**src/rtl/bp_pkg.sv**
```systemverilog
// Shared types, encodings and counter helper for the bimodal PHT controller.
package bp_pkg;

    localparam int ADDR_WIDTH_DEF = 5;

    localparam logic [1:0] SNT = 2'b00;
    localparam logic [1:0] WNT = 2'b01;
    localparam logic [1:0] WT  = 2'b10;
    localparam logic [1:0] ST  = 2'b11;

    typedef enum logic [1:0] {
        INIT,
        DRAIN,
        IDLE,
        RD
    } pht_state_t;

    typedef struct packed {
        logic [ADDR_WIDTH_DEF-1:0] idx;
        logic                      taken;
    } upd_entry_t;

    // Saturating 2-bit counter step; never wraps past SNT or ST.
    function automatic logic [1:0] sat_update(input logic [1:0] c,
                                              input logic       taken);
        logic [1:0] n;
        n = c;
        if (taken) begin
            if (c != ST) n = c + 2'd1;
        end else begin
            if (c != SNT) n = c - 2'd1;
        end
        return n;
    endfunction

endpackage

```
**src/rtl/bp_upd_fifo.sv**
```systemverilog
// Synchronous FIFO holding pending PHT updates, with registered full/empty.
module bp_upd_fifo #(
    parameter int DEPTH = 4,
    parameter int WIDTH = 6
) (
    input  logic             clk,
    input  logic             rst,
    input  logic             push,
    input  logic [WIDTH-1:0] din,
    input  logic             pop,
    output logic [WIDTH-1:0] dout,
    output logic             full,
    output logic             empty
);

    localparam int PW = $clog2(DEPTH);

    logic [PW-1:0]    wr_ptr_q, wr_ptr_d;
    logic [PW-1:0]    rd_ptr_q, rd_ptr_d;
    logic [PW:0]      cnt_q, cnt_d;
    logic             full_q, full_d;
    logic             empty_q, empty_d;
    logic             do_push, do_pop;
    logic [WIDTH-1:0] mem_q [DEPTH];

    always_comb begin
        do_push  = push & ~full_q;
        do_pop   = pop & ~empty_q;
        wr_ptr_d = wr_ptr_q;
        rd_ptr_d = rd_ptr_q;
        cnt_d    = cnt_q;
        if (do_push) wr_ptr_d = wr_ptr_q + PW'(1);
        if (do_pop)  rd_ptr_d = rd_ptr_q + PW'(1);
        if (do_push && !do_pop) cnt_d = cnt_q + (PW+1)'(1);
        if (!do_push && do_pop) cnt_d = cnt_q - (PW+1)'(1);
        full_d  = (cnt_d == (PW+1)'(DEPTH));
        empty_d = (cnt_d == '0);
    end

    always_ff @(posedge clk or posedge rst) begin
        if (rst) begin
            wr_ptr_q <= '0;
            rd_ptr_q <= '0;
            cnt_q    <= '0;
            full_q   <= 1'b0;
            empty_q  <= 1'b1;
        end else begin
            wr_ptr_q <= wr_ptr_d;
            rd_ptr_q <= rd_ptr_d;
            cnt_q    <= cnt_d;
            full_q   <= full_d;
            empty_q  <= empty_d;
        end
    end

    always_ff @(posedge clk) begin
        if (do_push) mem_q[wr_ptr_q] <= din;
    end

    assign dout  = mem_q[rd_ptr_q];
    assign full  = full_q;
    assign empty = empty_q;

endmodule

```
**src/rtl/bp_pht_ctrl.sv**
```systemverilog
// Dual-port PHT controller: port 0 serves lookups, port 1 does init and
// read-modify-write counter updates, with write-to-lookup forwarding.
module bp_pht_ctrl
    import bp_pkg::*;
#(
    parameter int         ADDR_WIDTH = ADDR_WIDTH_DEF,
    parameter int         UPD_DEPTH  = 4,
    parameter logic [1:0] INIT_VAL   = WNT
) (
    input  logic                  clk,
    input  logic                  rst,
    input  logic                  pred_req_valid,
    input  logic [31:0]           pred_pc,
    output logic                  pred_ready,
    output logic                  pred_resp_valid,
    output logic                  pred_taken,
    input  logic                  upd_valid,
    input  logic [31:0]           upd_pc,
    input  logic                  upd_taken,
    output logic                  upd_ready,
    output logic                  init_done,
    output logic                  sram0_csb,
    output logic                  sram0_web,
    output logic [ADDR_WIDTH-1:0] sram0_addr,
    output logic [1:0]            sram0_din,
    input  logic [1:0]            sram0_dout,
    output logic                  sram1_csb,
    output logic                  sram1_web,
    output logic [ADDR_WIDTH-1:0] sram1_addr,
    output logic [1:0]            sram1_din,
    input  logic [1:0]            sram1_dout
);

    localparam int DEPTH = 2 ** ADDR_WIDTH;
    localparam int EW    = ADDR_WIDTH + 1;

    pht_state_t            state_q, state_d;
    logic [ADDR_WIDTH-1:0] init_cnt_q, init_cnt_d;
    logic                  init_done_q, init_done_d;
    logic                  resp_valid_q, resp_valid_d;
    logic                  fwd_hit_q, fwd_hit_d;
    logic [1:0]            fwd_data_q, fwd_data_d;

    logic                  fifo_push, fifo_pop;
    logic                  fifo_full, fifo_empty;
    logic [EW-1:0]         fifo_din, fifo_dout;
    logic [ADDR_WIDTH-1:0] pred_idx, head_idx;
    logic                  head_taken, pred_acc;
    logic                  unused_bits;

    assign pred_idx   = pred_pc[ADDR_WIDTH+1:2];
    assign pred_ready = init_done_q;
    assign pred_acc   = pred_req_valid & init_done_q;

    assign sram0_csb  = ~pred_acc;
    assign sram0_web  = 1'b1;
    assign sram0_addr = pred_idx;
    assign sram0_din  = 2'b00;

    assign upd_ready  = init_done_q & ~fifo_full;
    assign fifo_push  = upd_valid & upd_ready;
    assign fifo_din   = {upd_pc[ADDR_WIDTH+1:2], upd_taken};
    assign head_idx   = fifo_dout[EW-1:1];
    assign head_taken = fifo_dout[0];

    assign unused_bits = ^{pred_pc[31:ADDR_WIDTH+2], pred_pc[1:0],
                           upd_pc[31:ADDR_WIDTH+2], upd_pc[1:0],
                           sram0_dout[0]};

    bp_upd_fifo #(
        .DEPTH (UPD_DEPTH),
        .WIDTH (EW)
    ) u_fifo (
        .clk   (clk),
        .rst   (rst),
        .push  (fifo_push),
        .din   (fifo_din),
        .pop   (fifo_pop),
        .dout  (fifo_dout),
        .full  (fifo_full),
        .empty (fifo_empty)
    );

    always_comb begin
        state_d     = state_q;
        init_cnt_d  = init_cnt_q;
        init_done_d = init_done_q;
        sram1_csb   = 1'b1;
        sram1_web   = 1'b1;
        sram1_addr  = '0;
        sram1_din   = 2'b00;
        fifo_pop    = 1'b0;
        // Reset must silence port 1 at once, even mid-update.
        if (!rst) begin
            unique case (state_q)
                INIT: begin
                    sram1_csb  = 1'b0;
                    sram1_web  = 1'b0;
                    sram1_addr = init_cnt_q;
                    sram1_din  = INIT_VAL;
                    init_cnt_d = init_cnt_q + ADDR_WIDTH'(1);
                    if (init_cnt_q == ADDR_WIDTH'(DEPTH - 1)) state_d = DRAIN;
                end
                DRAIN: begin
                    init_done_d = 1'b1;
                    state_d     = IDLE;
                end
                IDLE: begin
                    if (!fifo_empty) begin
                        sram1_csb  = 1'b0;
                        sram1_addr = head_idx;
                        state_d    = RD;
                    end
                end
                RD: begin
                    sram1_csb  = 1'b0;
                    sram1_web  = 1'b0;
                    sram1_addr = head_idx;
                    sram1_din  = sat_update(sram1_dout, head_taken);
                    fifo_pop   = 1'b1;
                    state_d    = IDLE;
                end
                default: state_d = INIT;
            endcase
        end
    end

    // A lookup captured on the same edge as a port-1 write reads stale data.
    always_comb begin
        resp_valid_d = pred_acc;
        fwd_hit_d    = pred_acc & ~sram1_csb & ~sram1_web &
                       (sram1_addr == pred_idx);
        fwd_data_d   = sram1_din;
    end

    always_ff @(posedge clk or posedge rst) begin
        if (rst) begin
            state_q      <= INIT;
            init_cnt_q   <= '0;
            init_done_q  <= 1'b0;
            resp_valid_q <= 1'b0;
            fwd_hit_q    <= 1'b0;
            fwd_data_q   <= 2'b00;
        end else begin
            state_q      <= state_d;
            init_cnt_q   <= init_cnt_d;
            init_done_q  <= init_done_d;
            resp_valid_q <= resp_valid_d;
            fwd_hit_q    <= fwd_hit_d;
            fwd_data_q   <= fwd_data_d;
        end
    end

    assign init_done       = init_done_q;
    assign pred_resp_valid = resp_valid_q;
    assign pred_taken      = fwd_hit_q ? fwd_data_q[1] : sram0_dout[1];

endmodule

```
**config.mk**
```make
export PLATFORM = sky130hd
export DESIGN_NAME = bp_pht_ctrl
export DESIGN_NICKNAME = d
export VERILOG_FILES = /design/src/rtl/bp_pkg.sv /design/src/rtl/bp_upd_fifo.sv /design/src/rtl/bp_pht_ctrl.sv
export SDC_FILE = /design/constraint.sdc
export NUM_CORES = 1
export LEC_CHECK = 0
export BUFFER_PORTS_ARGS = -buffer_cell sky130_fd_sc_hd__buf_2
export CORE_MARGIN = 2
export CORE_UTILIZATION = 38
export CTS_CLUSTER_SIZE = 12
export DETAILED_ROUTE_END_ITERATION = 10
export PLACE_DENSITY = 0.66
export SYNTH_ARGS = -nofsm -noshare
export SYNTH_HDL_FRONTEND = slang
export SYNTH_SLANG_ARGS = --single-unit
```
**constraint.sdc**
```tcl
create_clock -name clk -period 4.9 [get_ports clk]
set_input_delay 0.98 -clock clk [delete_from_list [all_inputs] [get_ports clk]]
set_output_delay 0.98 -clock clk [all_outputs]
set_load 0.02 [all_outputs]
```
# Word level (Yosys, flattened, before mapping)
# Memory sizes are Yosys's and may differ from the RTL's.
# Index checks and enable logic that the tools add are counted.
# word_totals
input_bits	73
rom_bits	0
mem_count	1
wordCells	77
reg_bits	21
mem_bits_rw	24
output_inout_bits	23
latch_bits	0
# op_classes
order_cmp	0
div_mod_pow	0
n_addsub	7
reduce_logical	12
bitwise_logic	14
shift	0
mul	0
eq_ne	9
mux	23
# mem_list
memory	depth	width	read_ports	rd_ports_with_merged_regs	wr	line_no	source
u_fifo.mem_q	4	6	1	0	1	bp_upd_fifo.sv:24	logic [WIDTH-1:0] mem_q [DEPTH];
# ops
op	n
$pmux W5 S3	1
$mux W2	6
$mux W5	2
$mux W1	9
$and A1 B1 Y1	8
$add A2 B1 Y2 const B	3
$mux W3	2
$ne A2 B2 Y1 const B	3
$not A1 Y1	6
$pmux W2 S3	1
$add A5 B1 Y5 const B	1
$eq A5 B5 Y1	1
$eq A5 B5 Y1 const B	1
$eq A2 B2 Y1 const B	2
$pmux W2 S2	1
$reduce_and A2 Y1	2
$reduce_or A2 Y1	2
$add A3 B1 Y3 const B	1
$eq A3 B3 Y1 const B	1
$logic_not A3 Y1	1
$reduce_and A3 Y1	1
$sub A3 B1 Y3 const B	1
$eq A2 B1 Y1 const B	1
$logic_and A1 B1 Y1	2
other kinds (5)	6

# Longest topological paths before layout
# Gate-level depths: netlist of the first run.
# logic_depth
word_depth	9
ltp_mapped	8
mapped_depth_nobuf	7

# By module
# A second synthesis of the first run with hierarchy kept.
# hier_totals
cells_unflattened	192
hier_area_um2	2327.2
# modules_own_cells
module	cells_each	instances	area_each_um2	seq_area_each_um2
bp_upd_fifo	86	1	1430.1	947.2
bp_pht_ctrl	106	1	897.1	275.3

# Least setup slack after synthesis of the first run
# No wires, ideal clock.
# synth_path
path_kind	input -> output
start	input rst
end	output sram1_din[0]
t_arrival_ns	2.140
n_path_buf	0
path_stages	3
path_slack_ns	1.780
t_required_ns	3.920
path_cell_list	inv_1 -> nand2_1 -> nor2_1
# synth_via
elab_chain_len	1
# synth_lines
item	line_no	source
from (decl)	bp_pht_ctrl.sv:11	input logic rst,
$mux W2	bp_pht_ctrl.sv:94	if (!rst) begin
to (decl)	bp_pht_ctrl.sv:30	output logic [1:0] sram1_din,
# No other way between the ends.

# Final worst setup path of the first run
# layout_path
start	register u_fifo.rd_ptr_q[0]
end	output sram1_din[1]
# layout_via
elab_chain_len	4
# layout_lines
item	line_no	source
from (decl)	bp_upd_fifo.sv:19	logic [PW-1:0] rd_ptr_q, rd_ptr_d;
from (signal assigned)	bp_upd_fifo.sv:49	rd_ptr_q <= rd_ptr_d;
$mem_v2 Z4 W6	n/a	
$mux W2	bp_pkg.sv:28	if (taken) begin
$pmux W2 S2	bp_pht_ctrl.sv:95	unique case (state_q)
$mux W2	bp_pht_ctrl.sv:94	
# No other way between the ends.

==> summary.md, run 1 <==
| Metric | Value |
|---|---|
| Yosys top cell area share | 31.0% |
| DIE AREA | 0.00676 mm^2 |
| Initial antenna violation count | 0 |
| Critical path class | reg -> out |
| Synth-to-Final Area Change | 13.1% |
| Final-stage net count | 312 |
| Vias in the first global route | 1396 |
| TritonCTS clock tree | yes |
| Class of the worst hold path | reg -> reg |
| RSZ-0062 raised after global routing | no |
| Internal reg-to-reg setup slack | 2.87 ns |
| Via-to-Cell Ratio | 5.04 |
| Delay of the slowest critical-path stage | 0.65 ns |
| Post-DRT Antenna Nets | 0 |
| Syn Inst Count | 194 |
| Largest net degree at the start of global routing | 16 |
| Clock Skew | 0.00802 ns |
| Peak VDD IR | 0.244 mV |
| DRT Wirelength | 4.23 mm |
| GRT Util Overall | 13.4% |
| Number of synthesized flops with an enable pin | 24 |
| Slew Viols, Final | 0 |
| TNS Setup | 0 ns |
| Area occupied by multi-input gates | 941 um^2 |
| Layout fillers | 553 |
| DR pass1 iterations | 4 |
| Async S/R FF share, synth | 45.5% |
| Crit start category | register |
| Leakage | 1.12 nW |
| Initial DRC count | 78 |
| Wire length per cell | 14.0 um |
| Crit. End Element | output port |
| Hpwl dp | 3.19 mm |
| Final Hold Fails | 0 |
| Setup violators final | 0 |
| Final min period | 3.29 ns |
| Sequential share of the synthesized area | 52.6% |
| Placement Setup Slack | 1.90 ns |
| Maximum clock path buffer count | 2 |
| Clock Latency Late Sink | 0.29 ns |
| Die X | 82.2 um |
| Mean Syn Cell Area | 12.0 um^2 |
| Slowest cell on the critical path | dfrtp_1 |
| Pwr/cell area | 557 mW/mm^2 |
| GP Congestion | 0.813 |
| Via count | 1516 |
| Max cap viols | 0 |
| Synth area leader | edfxtp_1 |
| Share of cells above drive strength 1 | 26.5% |
| Main synth FF type | edfxtp_1 |
| CTS buffer count | 5 |
| Final WS setup | 1.61 ns |
| Seq cells post-synth | 44 |
| Grt ovf | 0 |
| Clock sinks | 44 |
| H-tree depth | 2 |
| Top cells by area, synth | edfxtp_1 (31%), dfrtp_1 (20%), ha_1 (7.5%) |
| Post-route DRC | 0 |
| Register area | 0.00122 mm^2 |
| Outcome | finished clean |
| First-pass GRT wire length | 6.73 mm |
| Critical path's top delay family | flip-flops |
| Port bufs | 37 |
| Site Rows | 28 |
| Yosys warning total | 0 |
| Most frequent cells in the layout | buf_2 (37), edfxtp_1 (24), dfrtp_1 (19) |
| Critical path data arrival time | 2.31 ns |
| IO Pins | 96 |
| Clk root buf | clkbuf_8 |
| Hold Buf Count CTS | 0 |
| Fmax | 0.304 GHz |
| Reg clk slew, reported paths | 0.09 ns |
| CP Max Fanout | 8 |
| Buf+Inv Stages, Crit Path | 1 |
| Netlist Area Pre-Place | 0.00232 mm^2 |
| Commonest non-fill, non-tap cell in the layout | buf_2 |
| Initial Utilization | 39.2% |
| Core area | 0.00592 mm^2 |
| Final Cycle Share | 67.1% |
| Worst Path Required | 3.92 ns |
| Antenna cells | 0 |
| Post-cts resize count | 0 |
| Crit path cell chain | mux4_2, maj3_1, and4_1, buf_2 |
| Die Y | 82.2 um |
| Cell variety after synth | 47 |
| Setup bufs post-CTS | 0 |
-- final timing paths --
kind / startpoint / cells past startpoint / end
max in group asynchronous: rst / 3 / u_fifo.empty$_DFF_PP1_
hold / removal: u_fifo.cnt_q[2]$_DFF_PP0_ / 1 / u_fifo.cnt_q[2]$_DFF_PP0_
hold reg to reg: u_fifo.cnt_q[2]$_DFF_PP0_ / 1 / u_fifo.cnt_q[2]$_DFF_PP0_
min in group asynchronous: rst / 2 / fwd_hit_q$_DFF_PP0_
setup / recovery: u_fifo.rd_ptr_q[0]$_DFFE_PP0P_ / 4 / sram1_din[1]
setup reg to reg: state_q[0]$_DFFE_PP0P_ / 7 / fwd_hit_q$_DFF_PP0_
-- cells by family (layout without fill, tap and decap cells) --
kind of cell / Yosys count / count (layout) / synth area share, %
compound gates: 30 / 30 / 8.78
xor+xnor: 8 / 8 / 3.02
other cells: 2 / 3 / 0.323
flops: 44 / 44 / 52.6
mux: 9 / 9 / 7.22
buf+inv: 32 / 63 / 7.05
simple gates: 53 / 53 / 12.6
fa+ha+maj: 16 / 16 / 8.40
-- synthesized netlist by cell type (2+ instances only) --
| master | instances |
|---|---|
| nand3b_1 | 2 |
| nand3_1 | 2 |
| and2_1 | 5 |
| xnor2_1 | 7 |
| a22oi_1 | 3 |
| maj3_1 | 2 |
| and3_1 | 2 |
| o2111ai_1 | 3 |
| edfxtp_1 | 24 |
| nor2b_1 | 3 |
| dfrtp_1 | 19 |
| or2_2 | 2 |
| mux4_2 | 6 |
| mux2_2 | 2 |
| o2bb2ai_1 | 2 |
| clkbuf_1 | 2 |
| nor2_1 | 7 |
| conb_1 | 2 |
| nand2_1 | 18 |
| nand4b_1 | 4 |
| a21oi_1 | 8 |
| o21ai_0 | 7 |
| ha_1 | 14 |
| inv_1 | 17 |
| buf_4 | 9 |
-- worst reg2reg max path, cell delays in order (launching register included) --
cell	delay (ns)
dfrtp_1	0.43
inv_1	0.12
ha_1	0.25
nor2b_1	0.15
or2_2	0.35
nand4b_1	0.13
o2111ai_1	0.17
a2111oi_2	0.34
-- per-layer routing --
metal  track usage (%)  routed length, um  vias to the layer above
met1              16.9               1830                      730
met3              3.26                193                        5
li1                  -                  -                      735
met2              22.3               2140                       46
met5                 0                  0                        -
met4              5.00                 57                        0
-- registers in the layout, indices dropped and copies added, names as in the netlist --
name and cells:
u_fifo.mem_q 24, u_fifo.wr_ptr_q 2, u_fifo.full 1, fwd_data_q 1
u_fifo.rd_ptr_q 2, init_cnt_q 5, state_q 2, u_fifo.empty 1
pred_resp_valid 1, u_fifo.cnt_q 3, fwd_hit_q 1, init_done 1
-- stage by stage --
step | power (mW) | instance area (um^2) | cells | utilization [%] | hold slack, ns
global route | 1.57 | 2630 | 301 | 44.4 | 0.534
finish | 1.46 | 2630 | 301 | 44.4 | 0.489
detailed placement | 1.19 | 2510 | 293 | 42.5 | 0.477
global placement | 1.17 | 2510 | 293 | 42.5 | 0.476
floorplan | 1.05 | 2330 | 195 | - | 0.457
CTS | 1.48 | 2630 | 301 | 44.4 | 0.497
-- where the power goes --
group | internal [mW] | total, mW | switching [mW]
sequential | 0.501 | 0.598 | 0.0977
combinational | 0.251 | 0.588 | 0.337
clock | 0.153 | 0.278 | 0.124
total | 0.905 | 1.46 | 0.559
-- cell type report --
| type | instances | share of cell area [%] |
|---|---|---|
| flip-flops and latches | 44 | 46.5 |
| clock buffers | 5 | 2.62 |
| multi-input cells | 119 | 35.8 |
| inverters | 17 | 2.43 |
| clock inverters | 3 | 1.76 |
| well taps | 75 | 3.57 |
| repair buffers | 38 | 7.33 |
No activity file was read; power rests on OpenSTA's default activity.
==> run 2, diff against run 1 <==
Settings changed: PLACE_DENSITY 0.66 to 0.68.
Clock period 4.9 ns to 3 ns, I/O delays scaled along.
==> summary.md, run 2 (synthesis gave the netlist of run 1 again) <==
| Metric | Value |
|---|---|
| Outcome | finished clean |
| Antenna cells | 0 (unchanged) |
| Wire length per cell | 13.8 um (-1.4%) |
| Register area | 0.00122 mm^2 (unchanged) |
| Max reg flops | 24 (unchanged) |
| Final Hold Fails | 0 (unchanged) |
| Commonest non-fill, non-tap cell in the layout | buf_2 |
| Pwr/cell area | 908 mW/mm^2 (+63%) |
| DIE AREA | 0.00676 mm^2 (unchanged) |
| Core area | 0.00592 mm^2 (unchanged) |
| CTS buffer count | 5 (unchanged) |
| Largest net degree at the start of global routing | 16 (unchanged) |
| Critical path class | reg -> out |
| Crit. End Element | output port |
| RSZ-0062 raised after global routing | no |
| Post-cts resize count | 0 (unchanged) |
| Slew Viols, Final | 0 (unchanged) |
| Final Cycle Share | 86.2% |
| Clock Latency Late Sink | 0.29 ns (about the same) |
| Total power | 2.39 mW (+64%) |
| Initial Utilization | 39.2% (unchanged) |
| Setup violators final | 0 (unchanged) |
| Final min period | 2.59 ns |
| H-tree depth | 2 (unchanged) |
| Most frequent cells in the layout | buf_2 (37), edfxtp_1 (24), dfrtp_1 (19) |
| Reg-to-reg startpoint | state_q[0]$_DFFE_PP0P_ |
| Port bufs | 37 (unchanged) |
| Vias in the first global route | 1467 (+5.1%) |
| Fmax | 0.387 GHz |
| CP Max Fanout | 7 (-1) |
| Synth-to-Final Area Change | 13.5% |
| First-pass GRT wire length | 6.98 mm (+3.7%) |
| DR pass1 iterations | 4 (unchanged) |
| Site Rows | 28 (unchanged) |
| Leakage | 1.12 nW (+0.43%) |
| DRT Wirelength | 4.18 mm (-1.1%) |
| Crit start category | register |
| Delay of the slowest critical-path stage | 0.55 ns (-0.10 ns) |
| Maximum clock path buffer count | 2 (unchanged) |
| Setup bufs post-CTS | 0 (unchanged) |
| Met1 usage | 17.8% (+0.84 points) |
| Die X | 82.2 um (unchanged) |
| Grt ovf | 0 (unchanged) |
| Initial antenna violation count | 0 (unchanged) |
| Final cell count without fillers | 302 (+0.33%) |
| Share of cells above drive strength 1 | 26.9% (+0.32 points) |
| TritonCTS clock tree | yes |
| Hold Buf Count CTS | 0 (unchanged) |
| Critical path data arrival time | 1.99 ns (-0.32 ns) |
| Post-DRT Antenna Nets | 0 (unchanged) |
| Crit path cell chain | mux4_2, maj3_1, and4_1, buf_2 |
| Met2 Track Usage GR | 23.1% (+0.73 points) |
| Worst Path Required | 2.40 ns (-1.52 ns) |
| TNS Setup | 0 ns (unchanged) |
| Reg clk slew, reported paths | 0.09 ns (about the same) |
| Hpwl dp | 3.18 mm (-0.14%) |
| Top Registers | u_fifo.mem_q x24, init_cnt_q x5, u_fifo.cnt_q x3 |
| Die Y | 82.2 um (unchanged) |
| Peak VDD IR | 0.335 mV (+37%) |
| Max cap viols | 0 (unchanged) |
| Via count | 1505 (-0.73%) |
| Worst Setup SP | u_fifo.rd_ptr_q[1]$_DFFE_PP0P_ |
| Top reg by flops | u_fifo.mem_q |
| Initial DRC count | 58 (-26%) |
| Slowest cell on the critical path | dfrtp_1 |
| Most Crowded Layer GR | met2 |
| Met3 track demand over resource | 3.15% (-0.11 points) |
| GP Congestion | 0.786 (-3.3%) |
| Clk root buf | clkbuf_8 |
| Clock Skew | 0.00485 ns (-0.00316 ns) |
| Clock sinks | 44 (unchanged) |
| Class of the worst hold path | in -> async |
| IO Pins | 96 (unchanged) |
| Post-route DRC | 0 (unchanged) |
| Inst Count DP | 294 (+0.34%) |
| GRT Util Overall | 13.8% (+0.39 points) |
| Layout fillers | 555 (+0.36%) |
| Area occupied by multi-input gates | 941 um^2 (unchanged) |
| Via-to-Cell Ratio | 4.98 (-1.1%) |
| Final-stage net count | 313 (+0.32%) |
## run 2: power breakdown
group | switching (mW) | internal [mW] | total (mW) | leakage (nW)
Clock | 0.210 | 0.251 | 0.460 | 0.0548
Sequential | 0.128 | 0.818 | 0.946 | 0.461
Combinational | 0.572 | 0.416 | 0.988 | 0.608
## run 2: worst max-delay path, delay by kind of cell (launching register included)
kind	cells	cell delay [ns]
DFF	1	0.55
adders and majority gates	1	0.37
buffers and inverters	1	0.16
muxes	1	0.39
and+or+nand+nor	1	0.22
## run 2: metal layers
metal  share of wire [%]  wire [um]
met5                   0          0
met3                 4.7        195
met2                  48       2010
met4                0.98         41
met1                  46       1930
## run 2: layout make-up
class	instances	area share [%]
tap	75	3.56
multi-input combinational	119	35.7
clock buffer	5	2.61
inverter	17	2.42
sequential	44	46.4
timing repair buffer	39	7.59
clock inverter	3	1.76
## run 2: worst paths after layout
check / end / slack (ns) / cells past startpoint
min in group clk: u_fifo.cnt_q[2]$_DFF_PP0_ / 0.50 / 1
worst max register to register: fwd_hit_q$_DFF_PP0_ / 0.99 / 7
max in group asynchronous: u_fifo.empty$_DFF_PP1_ / 2.08 / 3
worst min register to register: u_fifo.cnt_q[2]$_DFF_PP0_ / 0.50 / 1
worst min-delay path: fwd_hit_q$_DFF_PP0_ / 0.34 / 2
worst max-delay path: sram1_din[1] / 0.41 / 4
## run 2: stage by stage
stage	hold slack, ns	setup slack (ns)	util [%]	area, um^2
global placement	0.477	0.753	42.6	2520
detailed placement	0.487	0.721	42.6	2520
CTS	0.335	0.388	44.5	2640
finish	0.336	0.414	44.5	2640
global route	0.362	0.331	44.5	2640
floorplan	0.457	0.640	-	2330
==> run 3, diff against run 2 <==
Settings changed: HOLD_SLACK_MARGIN set to 0.06, RECOVER_POWER set to 50.
==> summary.md, run 3 (synthesis gave the netlist of run 1 again) <==
| Metric | Value |
|---|---|
| Placement Setup Slack | 0.721 ns (unchanged) |
| DRT Wirelength | 4.21 mm (+0.72%) |
| Worst setup path endpoint | sram1_din[1] |
| Clock Skew | 0.00511 ns (+0.000257 ns) |
| Slew Viols, Final | 0 (unchanged) |
| Total power | 2.39 mW (-0.16%) |
| TNS Setup | 0 ns (unchanged) |
| Most frequent cells in the layout | buf_2 (26), edfxtp_1 (24), dfrtp_1 (19) |
| CTS buffer count | 5 (unchanged) |
| Die X | 82.2 um (unchanged) |
| Net Sw Frac | 38.1% (+0.087 points) |
| DIE AREA | 0.00676 mm^2 (unchanged) |
| First-pass GRT wire length | 6.98 mm (unchanged) |
| Via count | 1513 (+0.53%) |
| Critical path class | reg -> out |
| Site Rows | 28 (unchanged) |
| Final Hold Fails | 0 (unchanged) |
| Setup bufs post-CTS | 0 (unchanged) |
| Hold Buf Count CTS | 0 (unchanged) |
| Peak VDD IR | 0.333 mV (-0.38%) |
| Post-cts resize count | 0 (unchanged) |
| Setup violators final | 0 (unchanged) |
| Clk root buf | clkbuf_8 |
| Crit. End Element | output port |
| FF-to-FF End | u_fifo.full$_DFF_PP0_ |
| RSZ-0062 raised after global routing | no |
| Clock share of power | 19.2% (about the same) |
| Initial antenna violation count | 0 (unchanged) |
| Pwr/cell area | 915 mW/mm^2 (+0.70%) |
| Worst Setup SP | u_fifo.rd_ptr_q[1]$_DFFE_PP0P_ |
| Post-DRT Antenna Nets | 0 (unchanged) |
| Share of cells above drive strength 1 | 21.1% (-5.7 points) |
| Buf+Inv Stages, Crit Path | 1 (unchanged) |
| Top Registers | u_fifo.mem_q x24, init_cnt_q x5, u_fifo.cnt_q x3 |
| Worst Path Required | 2.40 ns (about the same) |
| Port bufs | 37 (unchanged) |
| Post-route DRC | 0 (unchanged) |
| Rel. slew slack | 57.7% |
| Die Y | 82.2 um (unchanged) |
| Layout fillers | 562 (+1.3%) |
| TritonCTS clock tree | yes |
| Max reg flops | 24 (unchanged) |
| Grt ovf | 0 (unchanged) |
| DR pass1 iterations | 4 (unchanged) |
| Max cap viols | 0 (unchanged) |
| Delay of the slowest critical-path stage | 0.55 ns (about the same) |
| Critical path data arrival time | 1.99 ns (about the same) |
| Reg clk slew, reported paths | 0.09 ns (about the same) |
| Final WS setup | 0.415 ns (+0.000970 ns) |
| Largest net degree at the start of global routing | 16 (unchanged) |
| Clock sinks | 44 (unchanged) |
| CP Max Fanout | 7 (unchanged) |
| Final min period | 2.59 ns (-0.000970 ns) |
| Stages on the worst setup path | 4 (unchanged) |
| GRT Util Overall | 13.8% (unchanged) |
| Reg2reg path depth | 6 (-1) |
| Internal reg-to-reg setup slack | 0.97 ns (-0.02 ns) |
| Class of the worst hold path | in -> async |
| Combinational Power Share | 41.2% (about the same) |
| Commonest non-fill, non-tap cell in the layout | buf_2 |
| Synth-to-Final Area Change | 12.5% |
| Critical path's top delay family | flip-flops |
| Sequential power share | 39.5% (about the same) |
| Maximum clock path buffer count | 2 (unchanged) |
| Clock Latency Late Sink | 0.29 ns (about the same) |
| Register area | 0.00122 mm^2 (unchanged) |
| Crit path cell chain | mux4_2, maj3_1, and4_1, buf_2 |
| Antenna cells | 0 (unchanged) |
| Final Cycle Share | 86.2% (about the same) |
| H-tree depth | 2 (unchanged) |
| GP Congestion | 0.786 (unchanged) |
| Fmax | 0.387 GHz (about the same) |
| Hpwl dp | 3.18 mm (unchanged) |
| Top reg by flops | u_fifo.mem_q |
| Fin util | 44.1% (-0.38 points) |
| IO Pins | 96 (unchanged) |
| Initial Utilization | 39.2% (unchanged) |
| Initial DRC count | 46 (-21%) |
| Final-stage net count | 313 (unchanged) |
| Vias in the first global route | 1467 (unchanged) |
| Core area | 0.00592 mm^2 (unchanged) |
| Reg-to-reg startpoint | state_q[0]$_DFFE_PP0P_ |
| Internal Power | 1.48 mW (-0.30%) |
| Outcome | finished clean |
| Worst hold slack | 0.360 ns (+0.0240 ns) |
| Via-to-Cell Ratio | 5.01 (+0.53%) |
| Slowest cell on the critical path | dfrtp_1 |
| Area occupied by multi-input gates | 936 um^2 (-0.53%) |
| P_sw | 0.910 mW (about the same) |
| Leakage | 1.09 nW (-3.2%) |
| Wire length per cell | 13.9 um (+0.72%) |
| Crit start category | register |
| Worst Max-Slew Pin Slew | 0.634 ns |
## run 3: metal layers
metal  global-route usage [%]  share of wire (%)  vias up
li1                         -                  -      740
met4                     4.50               0.97        0
met2                     23.1                 48       37
met3                     3.15                4.8        4
met5                        0                  0        -
met1                     17.8                 46      732
## run 3: worst min path at each step
stage,start,cells after the start,to,slack [ns]
2_1_floorplan,u_fifo.cnt_q[2]$_DFF_PP0_,1,u_fifo.cnt_q[2]$_DFF_PP0_,0.46
3_3_place_gp,u_fifo.cnt_q[2]$_DFF_PP0_,1,u_fifo.cnt_q[2]$_DFF_PP0_,0.48
3_5_place_dp,u_fifo.cnt_q[2]$_DFF_PP0_,1,u_fifo.cnt_q[2]$_DFF_PP0_,0.49
4_1_cts,rst,2,state_q[1]$_DFFE_PP0P_,0.33
5_1_grt,rst,2,fwd_hit_q$_DFF_PP0_,0.40
6_report,rst,2,fwd_hit_q$_DFF_PP0_,0.36
## run 3: layout make-up
| class | instances | area share [%] |
|---|---|---|
| Clock buffer | 5 | 2.63 |
| Clock inverter | 3 | 1.77 |
| Sequential cell | 44 | 46.8 |
| Tap cell | 75 | 3.59 |
| Multi-Input combinational cell | 119 | 35.8 |
| Inverter | 17 | 2.44 |
| Timing Repair Buffer | 39 | 6.99 |
## run 3: power groups by stage
stage               Sequential, mW  Combinational [mW]  Clock, mW
finish                       0.945               0.986      0.460
CTS                          0.948                1.00      0.469
global route                 0.970                1.12      0.494
floorplan                    0.911               0.809          0
global placement             0.952               0.980          0
detailed placement           0.960               0.998          0
## run 3: per-stage QoR
step | instances | cell area, um^2
floorplan | 195 | 2330
global placement | 294 | 2520
detailed placement | 294 | 2520
CTS | 302 | 2640
global route | 302 | 2610
finish | 302 | 2610
